--- config.mk ---
export PLATFORM = sky130hd
export DESIGN_NAME = spi_slave
export DESIGN_NICKNAME = d
export VERILOG_FILES = /design/src/rtl/spi_slave.sv
export SDC_FILE = /design/constraint.sdc
export NUM_CORES = 1
export LEC_CHECK = 0
export CORE_ASPECT_RATIO = 0.7
export CORE_UTILIZATION = 55
export CTS_CLUSTER_DIAMETER = 60
export DETAILED_ROUTE_END_ITERATION = 10
export PLACE_DENSITY = 0.8
export SLEW_MARGIN = 20
export SYNTH_ARGS = -nofsm -noshare
export SYNTH_HDL_FRONTEND = slang
export SYNTH_SLANG_ARGS = --single-unit
export TNS_END_PERCENT = 20
--- constraint.sdc ---
create_clock -name i_Clk -period 2.65 [get_ports i_Clk]
set_input_delay 0.6625 -clock i_Clk [delete_from_list [all_inputs] [get_ports i_Clk]]
set_output_delay 0.6625 -clock i_Clk [all_outputs]
set_load 0.05 [all_outputs]
--- src/rtl/spi_slave.sv ---
// ---------------------------------------------------------------------------
// spi_slave
//   SPI peripheral running in the system clock domain. SCLK, MOSI and CS_n
//   are oversampled through 2-flop synchronizers; SCLK and CS_n get a third
//   registered stage for edge detection. Received bytes are assembled
//   MSB-first and presented on o_RX_Byte with a one-cycle o_RX_DV strobe.
//   A one-entry holding register supplies the reply byte shifted out on MISO;
//   DEFAULT_TX is sent whenever the holding register is empty at reload.
//
//   Optional feature macro: SPI_SLAVE_UNDERRUN_EN
//     adds i_Flag_Clr / o_TX_Underrun (sticky flag, set whenever DEFAULT_TX
//     is reloaded because the holding register was empty).
//
// Ports
//   i_Clk, i_Rst_L           system clock, async active-low reset
//   i_SPI_Clk/MOSI/CS_n      SPI inputs from the master (asynchronous)
//   o_SPI_MISO, _En          serial reply and its output enable
//   o_RX_DV, o_RX_Byte       received byte strobe / data
//   i_TX_Byte, i_TX_DV       reply byte load, accepted when o_TX_Ready=1
//   o_TX_Ready               holding register empty
//   o_Busy                   frame in progress
//   o_Byte_Count             complete bytes in the current frame (saturating)
// ---------------------------------------------------------------------------
module spi_slave #(
  parameter int unsigned SPI_MODE   = 0,
  parameter logic [7:0]  DEFAULT_TX = 8'hFF,
  parameter int unsigned BYTE_CNT_W = 4
) (
  input  logic                  i_Clk,
  input  logic                  i_Rst_L,
  input  logic                  i_SPI_Clk,
  input  logic                  i_SPI_MOSI,
  input  logic                  i_SPI_CS_n,
  output logic                  o_SPI_MISO,
  output logic                  o_SPI_MISO_En,
  output logic                  o_RX_DV,
  output logic [7:0]            o_RX_Byte,
  input  logic [7:0]            i_TX_Byte,
  input  logic                  i_TX_DV,
  output logic                  o_TX_Ready,
  output logic                  o_Busy,
  output logic [BYTE_CNT_W-1:0] o_Byte_Count
`ifdef SPI_SLAVE_UNDERRUN_EN
  ,
  input  logic                  i_Flag_Clr,
  output logic                  o_TX_Underrun
`endif
);

  localparam logic [1:0] MODE = 2'(SPI_MODE);
  localparam logic       CPOL = MODE[1];
  localparam logic       CPHA = MODE[0];

  typedef enum logic {S_IDLE, S_ACTIVE} state_t;

  state_t     r_state;
  logic [2:0] r_sclk_sync;   // [0],[1] synchronizer, [2] edge-detect copy
  logic [2:0] r_cs_sync;
  logic [1:0] r_mosi_sync;
  logic [6:0] r_rx_shift;
  logic [2:0] r_bit_cnt;
  logic [7:0] r_tx_shift;
  logic [3:0] r_tx_cnt;      // bits still to present from r_tx_shift
  logic [7:0] r_tx_hold;
  logic       r_tx_full;

  logic       w_sclk_rise, w_sclk_fall, w_lead, w_trail;
  logic       w_sample, w_shift, w_cs_fall, w_cs_n;
  logic       w_reload;
  logic [7:0] w_tx_load;
  logic [7:0] w_rx_next;

  always_ff @(posedge i_Clk or negedge i_Rst_L) begin
    if (!i_Rst_L) begin
      r_sclk_sync <= {3{CPOL}};
      r_cs_sync   <= '1;
      r_mosi_sync <= '0;
    end else begin
      r_sclk_sync <= {r_sclk_sync[1:0], i_SPI_Clk};
      r_cs_sync   <= {r_cs_sync[1:0], i_SPI_CS_n};
      r_mosi_sync <= {r_mosi_sync[0], i_SPI_MOSI};
    end
  end

  assign w_sclk_rise = r_sclk_sync[1] & ~r_sclk_sync[2];
  assign w_sclk_fall = ~r_sclk_sync[1] & r_sclk_sync[2];
  assign w_lead      = CPOL ? w_sclk_fall : w_sclk_rise;
  assign w_trail     = CPOL ? w_sclk_rise : w_sclk_fall;
  assign w_sample    = CPHA ? w_trail : w_lead;
  assign w_shift     = CPHA ? w_lead : w_trail;
  assign w_cs_n      = r_cs_sync[1];
  assign w_cs_fall   = ~r_cs_sync[1] & r_cs_sync[2];

  assign w_tx_load   = r_tx_full ? r_tx_hold : DEFAULT_TX;
  assign w_rx_next   = {r_rx_shift, r_mosi_sync[1]};

  // Shift register reloads at frame entry and on the shift edge after bit 0.
  assign w_reload = ((r_state == S_IDLE) && w_cs_fall) ||
                    ((r_state == S_ACTIVE) && !w_cs_n && w_shift && (r_tx_cnt == 4'd0));

  assign o_TX_Ready = ~r_tx_full;

  always_ff @(posedge i_Clk or negedge i_Rst_L) begin
    if (!i_Rst_L) begin
      r_state       <= S_IDLE;
      r_rx_shift    <= '0;
      r_bit_cnt     <= '0;
      r_tx_shift    <= '0;
      r_tx_cnt      <= '0;
      r_tx_hold     <= '0;
      r_tx_full     <= 1'b0;
      o_SPI_MISO    <= 1'b0;
      o_SPI_MISO_En <= 1'b0;
      o_RX_DV       <= 1'b0;
      o_RX_Byte     <= '0;
      o_Busy        <= 1'b0;
      o_Byte_Count  <= '0;
    end else begin
      o_RX_DV <= 1'b0;

      // A byte offered on a reload cycle is accepted even when the holding
      // register is full: the reload empties it in the same cycle.
      if (i_TX_DV && (!r_tx_full || w_reload)) begin
        r_tx_hold <= i_TX_Byte;
        r_tx_full <= 1'b1;
      end else if (w_reload) begin
        r_tx_full <= 1'b0;
      end

      case (r_state)
        S_IDLE: begin
          if (w_cs_fall) begin
            r_state       <= S_ACTIVE;
            r_bit_cnt     <= '0;
            o_Byte_Count  <= '0;
            o_Busy        <= 1'b1;
            o_SPI_MISO_En <= 1'b1;
            if (CPHA) begin
              // MSB goes out on the first leading edge.
              r_tx_shift <= w_tx_load;
              r_tx_cnt   <= 4'd8;
            end else begin
              o_SPI_MISO <= w_tx_load[7];
              r_tx_shift <= {w_tx_load[6:0], 1'b0};
              r_tx_cnt   <= 4'd7;
            end
          end
        end

        S_ACTIVE: begin
          if (w_cs_n) begin
            r_state       <= S_IDLE;
            r_bit_cnt     <= '0;
            o_Busy        <= 1'b0;
            o_SPI_MISO_En <= 1'b0;
            o_SPI_MISO    <= 1'b0;
          end else begin
            if (w_sample) begin
              r_rx_shift <= w_rx_next[6:0];
              r_bit_cnt  <= r_bit_cnt + 3'd1;
              if (r_bit_cnt == 3'd7) begin
                o_RX_Byte <= w_rx_next;
                o_RX_DV   <= 1'b1;
                if (o_Byte_Count != '1)
                  o_Byte_Count <= o_Byte_Count + BYTE_CNT_W'(1);
              end
            end
            if (w_shift) begin
              if (r_tx_cnt == 4'd0) begin
                o_SPI_MISO <= w_tx_load[7];
                r_tx_shift <= {w_tx_load[6:0], 1'b0};
                r_tx_cnt   <= 4'd7;
              end else begin
                o_SPI_MISO <= r_tx_shift[7];
                r_tx_shift <= {r_tx_shift[6:0], 1'b0};
                r_tx_cnt   <= r_tx_cnt - 4'd1;
              end
            end
          end
        end

        default: r_state <= S_IDLE;
      endcase
    end
  end

`ifdef SPI_SLAVE_UNDERRUN_EN
  always_ff @(posedge i_Clk or negedge i_Rst_L) begin
    if (!i_Rst_L)
      o_TX_Underrun <= 1'b0;
    else if (w_reload && !r_tx_full)
      o_TX_Underrun <= 1'b1;
    else if (i_Flag_Clr)
      o_TX_Underrun <= 1'b0;
  end
`endif

endmodule
### Word level (Yosys, flattened, before mapping)

Index checks and enable logic that the tools add are counted.

* add/sub/neg operators: 3
* equal/unequal tests: 11
* multiplexer cells: 38
* bitwise operators: 8
* reduce and logical (&&, ||, !) cells: 18

Operator list (number)
* 2-to-1 mux 8 bit: 5
* 2-to-1 mux 4 bit: 9
* case mux 4 bit (2 select lines): 2
* case mux 8 bit (2 select lines): 1
* 2-to-1 mux 1 bit: 14
* != test 2 x 1 -> 1 bit (second input constant): 5
* 2-to-1 mux 3 bit: 3
* != test 3 x 1 -> 1 bit (second input constant): 2
* case mux 1 bit (2 select lines): 3
* case mux 3 bit (2 select lines): 1
* AND reduction 2 bit: 3
* AND reduction 3 bit: 2
* logical AND 1 bit: 5
* inverter 1 bit: 5
* AND reduction 5 bit: 1
* adder 4 x 1 -> 4 bit (second input constant): 1
* logical NOT 4 bit: 1
* != test 2 bit (second input constant): 2
* != test 4 bit (second input constant): 1
* AND reduction 4 bit: 1
* subtractor 4 x 1 -> 4 bit (second input constant): 1
* adder 3 x 1 -> 3 bit (second input constant): 1
* bitwise AND 1 bit: 3
* equality test 3 bit (second input constant): 1
* 3 further kinds: 5

* register bits: 55
* input port bits: 14
* logic and storage cells: 93

### Depth between registers and ports, before layout

Gate-level depths: netlist of the first run.

* depth after elaboration: 8
* gate-level depth with buffers: 7
* gate-level depth less buffers: 6

### Worst setup path before layout of the first run

No wires, ideal clock.

* kind: flip-flop to flip-flop
* from: register r_tx_cnt[0]
* to: register r_tx_hold[0]
* library setup time: 125 ps
* arrival time: 1616 ps
* required time: 2525 ps
* slack: 909 ps
* stages on the path, launching flop included: 7
* buffers on the path: 0
* clock period less this slack: 1741 ps
* cells stage by stage: dfrtp_1 -> inv_1 -> ha_1 -> or3b_1 -> o211ai_2 -> nand2_2 -> mux2_2

* longest elaborated chain between the ends: 5

Ends and longest elaborated chain
* start: declaration: RTL line 63 `logic [3:0] r_tx_cnt;`
* start signal: assignment: RTL line 176 `r_tx_cnt <= r_tx_cnt - 4'd1;`
* logical NOT 4 bit: RTL line 99 `((r_state == S_ACTIVE) && !w_cs_n && w_shift && (r_tx_cnt == 4'd0));`
* logical AND 1 bit: RTL line 99
* logical OR 1 bit: RTL line 98 `assign w_reload = ((r_state == S_IDLE) && w_cs_fall) ||`
* logical OR 1 bit: RTL line 123 `if (i_TX_DV && (!r_tx_full || w_reload)) begin`
* logical AND 1 bit: RTL line 123
* end signal: assignment: RTL line 124 `r_tx_hold <= i_TX_Byte;`
* end: declaration: RTL line 64 `logic [7:0] r_tx_hold;`

Every way passes these cells.
A chain may end at the register's enable or synchronous reset.

### Final worst setup path of the first run

* from: register r_tx_full
* to: output o_TX_Ready

* longest elaborated chain between the ends: 1

Ends and longest elaborated chain
* start: declaration: RTL line 65 `logic r_tx_full;`
* start signal: assignment: RTL line 111 `r_tx_full <= 1'b0;`
* start signal: assignment: RTL line 125 `r_tx_full <= 1'b1;`
* start signal: assignment: RTL line 127 `r_tx_full <= 1'b0;`
* inverter 1 bit: RTL line 101 `assign o_TX_Ready = ~r_tx_full;`
* end: declaration: RTL line 40 `output logic o_TX_Ready,`

Every way passes these cells.

==> metrics.txt, run 1 <==
Final TNS setup=0 ns; final RePlAce weighted congestion=0.842; synth warn=0; total power=1660 uW; CP bufs+invs=2; Routed WL=4080 um; Die Ht=56.1 um; Avg Inst Size Synth=12.3 sq um; CP Launch Type=flop; Total Routing Usage GR=0.207; Worst EP arrival=1.70 ns; Detail Route Antenna Nets=0; Required @ worst endpoint=1.99 ns; GRT Residual Overflow=0; cells after synthesis=187; I/O pins=31; Post-route DRC=0; worst path cell trace=clkinv_1, clkdlybuf4s50_1; area added between synthesis and finish=18.0%; vias in the first global route=1502; commonest non-fill, non-tap cell in the layout=dfrtp_1; leak pwr=0.00125 uW; # diodes=0; initial antenna violation count=0; Sw Share=0.263; worst-margin pin slew=0.659 ns; outcome=complete, no violations; commonest non-fill, non-tap cells in the layout=dfrtp_1, clkdlybuf4s50_1, mux2_2; clk sinks=54; WS Path Type=reg2out; Seq/Total Area, Yosys=0.590; crit end category=output pin; Max-Cap Viols=0; Cell variety after synth=38; register share of total power=0.596; RSZ-0062 raised after global routing=false; Synthesized Nets=205; final setup vio count=0; fmax=0.423 GHz; Worst slew margin=0.560; number of synthesized flops with an enable pin=0; NumNets Final=237; Final period util=0.892; Placeable Area=0.00397 sq mm; prevailing post-synth register cell=dfrtp_1; per-cell routed wire length=15.1 um; Power per Cell Area=611 mW/mm^2; pin count of the biggest net entering global routing=31; Min-Delay Path Class=reg2reg; combinational share of power=0.149; first-pass GRT wire length=6870 um; Internal=1220 uW; Die Area=0.00444 sq mm; die width=79.2 um; CP max stage delay=0.83 ns; Initial Utilization=0.579; CP delay by family, top=buffers and inverters; crit path from=r_tx_full$_DFFE_PN0P_; Root Buffer=clkbuf_8; Num CTS Buffers=5; Mapped Area=0.00230 sq mm; fin. max-slew vios=0; post_cts resized=0; DRT iter0 DRCs=79; Clk pin slew, worst setup/hold paths=0.09 ns; Slowest-stage cell, CP=clkdlybuf4s50_1; CTS tree=done; Post-CTS Setup Repair Bufs=0; CTS hold repair buffers=0; IO Port Bufs=30; Final Hold Viols=0; drt pass-1 iters=4; hold path startpoint=r_sclk_sync[0]$_DFF_PN0_; FF-to-FF Start=r_sclk_sync[2]$_DFF_PN0_; Synth async-reset ratio=1.00; clk_lat worst skew=0.30 ns; row count=19; Post-Route Skew=0.00220 ns; critical path peak fanout=8; worst vdd ir=0.000477 V; H-Tree Level Count=2; layout cells sized above 1=0.201; min Tclk post-route=2.36 ns; Psw=436 uW; Avg Vias per Cell=5.54; CTS Buffer Depth=2; Seq cells post-synth=54; Final HPWL DP=3030 um; via count=1502; Clk pwr share=0.255
==> final timing paths <==
kind	slack (ns)	end	cells after the start
max in group asynchronous	1.56	r_cs_sync[0]$_DFF_PN1_	2
min	0.36	r_sclk_sync[1]$_DFF_PN0_	0
max	0.29	o_TX_Ready	2
min reg2reg	0.36	r_sclk_sync[1]$_DFF_PN0_	0
min in group asynchronous	0.39	o_RX_Byte[7]$_DFFE_PN0P_	1
max reg2reg	0.62	o_Byte_Count[1]$_DFFE_PN0P_	4
==> final cells by class <==
type	instances	area, sq um
clock buffers	6	72.6
repair buffers	33	318
multi-input cells	118	867
well taps	52	65.1
clock inverters	1	7.51
flip-flops and latches	54	1360
fillers	271	1260
inverters	7	26.3
==> power by group through the flow <==
| stage | Sequential, uW | Clock [uW] | Combinational, uW |
|---|---|---|---|
| 2_1_floorplan | 1010 | 0 | 147 |
| 3_3_place_gp | 995 | 0 | 237 |
| 3_5_place_dp | 1000 | 0 | 251 |
| 4_1_cts | 985 | 440 | 251 |
| 5_1_grt | 999 | 475 | 273 |
| 6_report | 987 | 422 | 248 |
==> metal layers <==
metal,GRT usage,wire (um),up-vias
li1,-,-,719
met1,0.267,1880,742
met2,0.330,1990,34
met3,0.0541,148,7
met4,0.0935,57,0
met5,0,0,-
==> sequential cells by signal, summed over array words and instances, names as in the netlist <==
signal / flops
r_state: 1
r_cs_sync: 3
o_RX_DV: 1
r_tx_cnt: 4
r_tx_full: 1
o_Busy: 1
o_SPI_MISO: 1
r_tx_hold: 8
o_RX_Byte: 8
r_tx_shift: 7
r_bit_cnt: 3
r_mosi_sync: 2
r_sclk_sync: 3
o_Byte_Count: 4
r_rx_shift: 7
==> cell usage after synthesis, drive strengths merged, types with 3 or more instances <==
library cell	number	share of area
dfrtp	51	0.56
mux2	24	0.12
nand2	18	0.032
o21ai	16	0.035
nor2	9	0.015
buf	6	0.018
inv	6	0.0098
nor3	6	0.013
mux2i	5	0.022
o22ai	5	0.014
ha	4	0.022
nand2b	4	0.011
dfstp	3	0.034
nand3	3	0.0065
o211ai	3	0.014
==> worst reg2reg max path, delay by kind of cell (launching register included) <==
kind | cells | cell delay (ns)
compound gates | 1 | 0.44
simple gates | 2 | 0.86
mux | 1 | 0.25
flops | 1 | 0.42
==> cell families after synthesis <==
| logic type | count (synthesis) | synth area share |
|---|---|---|
| flip-flops | 54 | 0.590 |
| AND/OR/NAND/NOR | 52 | 0.125 |
| AO/OA/AOI/OAI | 32 | 0.0877 |
| multiplexers | 29 | 0.139 |
| buffers and inverters | 15 | 0.0327 |
| adder cells (fa/ha/maj) | 4 | 0.0218 |
| XOR/XNOR | 1 | 0.00381 |
==> metrics by stage <==
stage                     setup WS, ns  hold slack (ns)  std cells  cell area [sq um]  utilization
after floorplan                  0.909            0.331        187               2300            -
after global placement           0.641            0.335        264               2630        0.663
after detailed placement         0.586            0.337        264               2630        0.663
after CTS                        0.286            0.358        271               2710        0.683
after global routing             0.252            0.362        271               2710        0.683
final                            0.285            0.357        271               2710        0.683
Power figures use the tool's default switching activity.
==> run 2: changes to the inputs <==
--- a/config.mk
+++ b/config.mk
@@ -9,8 +9,8 @@
 export CORE_UTILIZATION = 55
 export CTS_CLUSTER_DIAMETER = 60
 export DETAILED_ROUTE_END_ITERATION = 10
+export GPL_TIMING_DRIVEN = 0
 export PLACE_DENSITY = 0.8
-export SLEW_MARGIN = 20
 export SYNTH_ARGS = -nofsm -noshare
 export SYNTH_HDL_FRONTEND = slang
 export SYNTH_SLANG_ARGS = --single-unit
==> run 2 against run 1 <==
Compared with the run above: wire length grew 7.2%; cell count grew 2.6%; count of clock-buffer cells in the layout grew 1.
==> metrics.txt, run 2 (synthesis results as in run 1) <==
NumNets Final=243 (+2.5%); FF-to-FF Start=r_tx_cnt[0]$_DFFE_PN0P_; leak pwr=0.00129 uW (+3.1%); Die Ht=56.1 um (unchanged); Reg2Reg Setup Slack=0.61 ns (about the same); initial antenna violation count=0 (unchanged); Placeable Area=0.00397 sq mm (unchanged); Detail Route Antenna Nets=0 (unchanged); CTS tree=done; pin count of the biggest net entering global routing=34 (+9.7%); area added between synthesis and finish=21.1%; Required @ worst endpoint=1.99 ns (about the same); grt met3 use=0.0525 (-0.00164); Place WS=0.621 ns (+0.0345 ns); Avg Vias per Cell=5.62 (+1.4%); row count=19 (unchanged); Post-Route Skew=0.00327 ns (+0.00107 ns); register area=0.00136 sq mm (unchanged); fin. max-slew vios=0 (unchanged); Max-Cap Viols=0 (unchanged); multi-input logic area=867 sq um (unchanged); layout filler cell count=274 (+1.1%); commonest non-fill, non-tap cells in the layout=dfrtp_1, clkdlybuf4s50_1, mux2_2; commonest non-fill, non-tap cell in the layout=dfrtp_1; Worst R2R End=o_SPI_MISO$_DFFE_PN0P_; Die Area=0.00444 sq mm (unchanged); Worst EP arrival=1.72 ns (+0.02 ns); Total Routing Usage GR=0.221 (+0.0136); per-cell routed wire length=15.7 um (+4.5%); H-Tree Level Count=2 (unchanged); layout cells sized above 1=0.221 (+0.0203); Clk pin slew, worst setup/hold paths=0.09 ns (about the same); Worst slew margin=0.596 (+0.0361); Layout Utilization=0.701 (+0.0180); vias in the first global route=1526 (+1.6%); Num CTS Buffers=5 (unchanged); Final Hold Viols=0 (unchanged); met2 usage=0.335 (+0.00493); Hold Worst Slack=0.321 ns (-0.0364 ns); Root Buffer=clkbuf_8; crit path from=r_tx_full$_DFFE_PN0P_; Min-Delay Path Class=in2async; DP Area=0.00268 sq mm (+1.8%); M1 GR Usage=0.315 (+0.0480); final RePlAce weighted congestion=0.788 (-6.4%); outcome=complete, no violations; min Tclk post-route=2.38 ns (+0.0154 ns); die width=79.2 um (unchanged); Final WS setup=0.270 ns (-0.0154 ns); finished layout cell area=0.00278 sq mm (+2.6%); R2R cell count=7 (+3); # diodes=0 (unchanged); CTS Buffer Depth=2 (unchanged); Final HPWL DP=3090 um (+2.3%); GRT Residual Overflow=0 (unchanged); worst vdd ir=0.000504 V (+5.5%); Final period util=0.898 (+0.00579); critical path peak fanout=8 (unchanged); worst path cell trace=clkinv_1, clkdlybuf4s50_1; I/O pins=31 (unchanged); RSZ-0062 raised after global routing=false; post_cts resized=0 (unchanged); via count=1563 (+4.1%); clk sinks=54 (unchanged); clk_lat worst skew=0.30 ns (about the same); drt pass-1 iters=4 (unchanged); IO Port Bufs=30 (unchanged); crit end category=output pin; Initial Utilization=0.579 (unchanged); CP max stage delay=0.83 ns (about the same); WS Path Type=reg2out; final setup vio count=0 (unchanged); CP Launch Type=flop; CP Capture Point=o_TX_Ready; CTS hold repair buffers=0 (unchanged); Top Registers=o_RX_Byte x8, r_tx_hold x8; worst-margin pin slew=0.603 ns (-0.0563 ns); Slowest-stage cell, CP=clkdlybuf4s50_1; DRT iter0 DRCs=79 (unchanged); Post-route DRC=0 (unchanged); Routed WL=4370 um (+7.2%); fmax=0.420 GHz (-0.65%); Power per Cell Area=630 mW/mm^2 (+3.1%); Post-CTS Setup Repair Bufs=0 (unchanged); GR peak layer=met2; first-pass GRT wire length=7370 um (+7.3%)
==> run 2: changes by cell type in the layout (fill, tap and decap cells not counted) <==
| cell | before | now |
|---|---|---|
| clkbuf_8 | 5 | 7 |
| buf_6 | 0 | 1 |
| clkinv_4 | 0 | 1 |
| buf_12 | 0 | 1 |
| buf_2 | 1 | 4 |
| buf_4 | 3 | 2 |
| clkinvlp_4 | 1 | 0 |
| clkbuf_1 | 1 | 2 |
==> run 2: worst min path at each step <==
stage / start / endpoint / slack [ns] / cells after the start
after floorplan: r_mosi_sync[0]$_DFF_PN0_ / r_mosi_sync[1]$_DFF_PN0_ / 0.33 / 0
after global placement: r_sclk_sync[0]$_DFF_PN0_ / r_sclk_sync[1]$_DFF_PN0_ / 0.34 / 0
after detailed placement: r_sclk_sync[0]$_DFF_PN0_ / r_sclk_sync[1]$_DFF_PN0_ / 0.34 / 0
after CTS: i_Rst_L / o_RX_Byte[6]$_DFFE_PN0P_ / 0.34 / 1
after global routing: i_Rst_L / o_RX_Byte[7]$_DFFE_PN0P_ / 0.35 / 1
final: i_Rst_L / o_RX_Byte[6]$_DFFE_PN0P_ / 0.32 / 1
==> run 2: layout make-up <==
| cell class | count | area share |
|---|---|---|
| Multi-Input combinational cell | 118 | 0.312 |
| Clock buffer | 7 | 0.0346 |
| Inverter | 7 | 0.00944 |
| Timing Repair Buffer | 31 | 0.113 |
| Buffer | 8 | 0.0175 |
| Tap cell | 52 | 0.0234 |
| Clock inverter | 1 | 0.00315 |
| Sequential cell | 54 | 0.487 |
==> run 2: through the flow <==
stage | power, uW | setup TNS (ns) | std cells
floorplan | 1150 | 0 | 187
global placement | 1240 | -27.00 | 269
detailed placement | 1260 | 0 | 270
CTS | 1760 | 0 | 278
global route | 1830 | 0 | 278
finish | 1750 | 0 | 278
==> run 2: power by group <==
| part | switching, uW | internal (uW) | total (uW) |
|---|---|---|---|
| logic | 137 | 121 | 259 |
| registers | 64.0 | 923 | 987 |
| clock network | 266 | 240 | 506 |
| total | 468 | 1280 | 1750 |
==> run 2: per-layer routing <==
layer  wire length (um)  up-vias
met4                 33        0
met2               2110       40
li1                   -      732
met1               2080      787
met3                145        4
met5                  0        -
==> run 2: critical path, delay by kind of cell (launching register included) <==
| kind | cells | cell delay [ns] |
|---|---|---|
| buffers and inverters | 2 | 0.99 |
| flip-flops | 1 | 0.42 |
==> run 3: changes to the inputs <==
--- a/config.mk
+++ b/config.mk
@@ -5,9 +5,12 @@
 export SDC_FILE = /design/constraint.sdc
 export NUM_CORES = 1
 export LEC_CHECK = 0
+export ABC_AREA = 1
+export ABC_CLOCK_PERIOD_IN_PS = 2650
 export CORE_ASPECT_RATIO = 0.7
 export CORE_UTILIZATION = 55
 export CTS_CLUSTER_DIAMETER = 60
+export CTS_CLUSTER_SIZE = 14
 export DETAILED_ROUTE_END_ITERATION = 10
 export GPL_TIMING_DRIVEN = 0
 export PLACE_DENSITY = 0.8
==> run 3 against run 2 <==
Compared with the run above: register-to-register slack better by 0.36 ns; critical endpoint unchanged; die area is 1.1% lower; worst setup slack better by 0.043 ns; flip-flop and latch count stayed put.
==> metrics.txt, run 3 <==
most frequent cell after synthesis=nand2_1; fmax=0.428 GHz (+1.8%); Synthesized Nets=255 (+24%); post_cts resized=0 (unchanged); Hold Worst Slack=0.313 ns (-0.00746 ns); initial antenna violation count=0 (unchanged); multi-input logic area=817 sq um (-5.8%); commonest non-fill, non-tap cells in the layout=nand2_1, dfrtp_1, clkdlybuf4s50_1; grt met3 use=0.0443 (-0.00820); Num CTS Buffers=5 (unchanged); Final WS setup=0.313 ns (+0.0429 ns); final RePlAce weighted congestion=0.768 (-2.5%); Worst slew margin=0.577 (-0.0193); leak pwr=0.00139 uW (+7.5%); Cell variety after synth=27 (-29%); RSZ-0062 raised after global routing=false; final setup vio count=0 (unchanged); per-cell routed wire length=12.7 um (-19%); drt pass-1 iters=4 (unchanged); worst vdd ir=0.000475 V (-5.6%); NumNets Final=292 (+20%); DRT iter0 DRCs=90 (+14%); fin. max-slew vios=0 (unchanged); Clk pin slew, worst setup/hold paths=0.09 ns (about the same); Min-Delay Path Class=in2async; die width=78.8 um (-0.56%); cell taking the most area after synthesis=dfrtp_1; layout filler cell count=335 (+22%); Routed WL=4150 um (-5.1%); Placeable Area=0.00395 sq mm (-0.60%); Die Area=0.00439 sq mm (-1.1%); clk_lat worst skew=0.31 ns (about the same); Die Ht=55.8 um (-0.55%); M1 GR Usage=0.345 (+0.0300); IO Port Bufs=29 (-3.3%); WS Path Type=reg2out; total power=1870 uW (+6.9%); Mapped Area=0.00227 sq mm (-1.1%); Slowest-stage cell, CP=clkdlybuf4s50_1; # diodes=0 (unchanged); I/O pins=31 (unchanged); CP Launch Type=flop; Power per Cell Area=687 mW/mm^2 (+9.0%); Detail Route Antenna Nets=0 (unchanged); Required @ worst endpoint=1.99 ns (about the same); Root Buffer=clkbuf_8; vias in the first global route=1507 (-1.2%); outcome=complete, no violations; area added between synthesis and finish=20.1%; CTS tree=done; Top Registers=o_RX_Byte x8, r_tx_hold x8; cells after synthesis=237 (+27%); min Tclk post-route=2.34 ns (-0.0429 ns); CP bufs+invs=2 (unchanged); Post-synth top cells=nand2_1, dfrtp_1, o21ai_0; critical path peak fanout=3 (-5); Avg Vias per Cell=5.13 (-8.8%); Seq cells post-synth=54 (unchanged); clk sinks=54 (unchanged); Final TNS setup=0 ns (unchanged); Max-Cap Viols=0 (unchanged); area fraction of the dominant cell type after synthesis=0.562 (+0.00643); final cell count without fillers=327 (+18%); first-pass GRT wire length=7080 um (-3.9%); CP max stage delay=0.81 ns (-0.02 ns); crit end category=output pin; CP delay by family, top=buffers and inverters; row count=19 (unchanged); Final HPWL DP=3050 um (-1.3%); Post-route DRC=0 (unchanged); prevailing post-synth register cell=dfrtp_1; Synth async-reset ratio=1.00 (unchanged); commonest non-fill, non-tap cell in the layout=nand2_1; met2 usage=0.283 (-0.0517); pin count of the biggest net entering global routing=34 (unchanged); CTS hold repair buffers=0 (unchanged); synth warn=0 (unchanged); Place WS=0.659 ns (+0.0384 ns); Synth area leaders=dfrtp_1, nand2_1, o21ai_0; Final period util=0.882 (-0.0162); H-Tree Level Count=2 (unchanged); Post-Route Skew=0.00476 ns (+0.00150 ns); Seq/Total Area, Yosys=0.597 (+0.00682); Initial Utilization=0.575 (-0.00317); number of synthesized flops with an enable pin=0 (unchanged); register area=0.00136 sq mm (unchanged); Post-CTS Setup Repair Bufs=0 (unchanged); GR peak layer=met1; Avg Inst Size Synth=9.58 sq um (-22%); layout cells sized above 1=0.113 (-0.109); placed insts=319 (+18%); Total Routing Usage GR=0.215 (-0.00576); via count=1676 (+7.2%); worst-margin pin slew=0.628 ns (+0.0246 ns); Worst EP arrival=1.67 ns (-0.05 ns); GRT Residual Overflow=0 (unchanged); worst path cell trace=inv_1, clkdlybuf4s50_1; CTS Buffer Depth=2 (unchanged); Final Hold Viols=0 (unchanged)
-- run 3: layer usage --
layer | part of all wire | routed length [um]
met1 | 0.53 | 2210
met2 | 0.42 | 1760
met3 | 0.029 | 122
met4 | 0.016 | 65
met5 | 0 | 0
-- run 3: cells by family (layout without fill, tap and decap cells) --
logic type	Yosys count	after routing	synth area share
AOI/OAI and AO/OA	40	40	0.0920
xor gates and xnor gates	1	1	0.00386
adders and majority gates	4	4	0.0220
buffers and inverters	21	59	0.0435
DFF	54	54	0.597
muxes	3	3	0.0149
and+or+nand+nor	114	114	0.227
-- run 3: stage by stage --
step / cell area (sq um) / utilization
finish: 2730 / 0.691
global route: 2730 / 0.691
CTS: 2730 / 0.691
detailed placement: 2640 / 0.669
global placement: 2630 / 0.666
floorplan: 2270 / -
-- run 3: final timing paths --
check | from | end | slack (ns) | cells past startpoint
setup / recovery | r_tx_full$_DFFE_PN0P_ | o_TX_Ready | 0.31 | 2
hold / removal | i_Rst_L | r_tx_cnt[0]$_DFFE_PN0P_ | 0.31 | 1
setup reg to reg | r_tx_cnt[0]$_DFFE_PN0P_ | r_tx_shift[7]$_DFFE_PN0P_ | 0.97 | 7
hold reg to reg | r_sclk_sync[0]$_DFF_PN0_ | r_sclk_sync[1]$_DFF_PN0_ | 0.36 | 0
max in group asynchronous | i_Rst_L | r_cs_sync[0]$_DFF_PN1_ | 1.73 | 2
min in group i_Clk | r_sclk_sync[0]$_DFF_PN0_ | r_sclk_sync[1]$_DFF_PN0_ | 0.36 | 0
-- run 3: area by class of cell --
type / count / share of cell area
well taps: 52 / 0.0239
plain buffers: 5 / 0.0142
multi-input cells: 162 / 0.300
inverters: 16 / 0.0220
clock inverters: 2 / 0.00505
clock buffers: 6 / 0.0266
flip-flops and latches: 54 / 0.497
repair buffers: 30 / 0.112
-- run 3: report_power, final --
group | switching [uW] | leakage, uW | total (uW) | internal [uW]
combinational | 234 | 0.000663 | 375 | 141
sequential | 89.0 | 0.000683 | 1050 | 964
clock | 257 | 0.0000452 | 444 | 187
-- run 3: worst reg2reg max path, cell delays in order, from the launching register on --
cell and delay [ns]:
dfrtp_1 0.40, inv_1 0.09, ha_1 0.21, nand2_1 0.10, nand2_1 0.26, nand2_1 0.24
nor2_1 0.18, o21ai_0 0.10
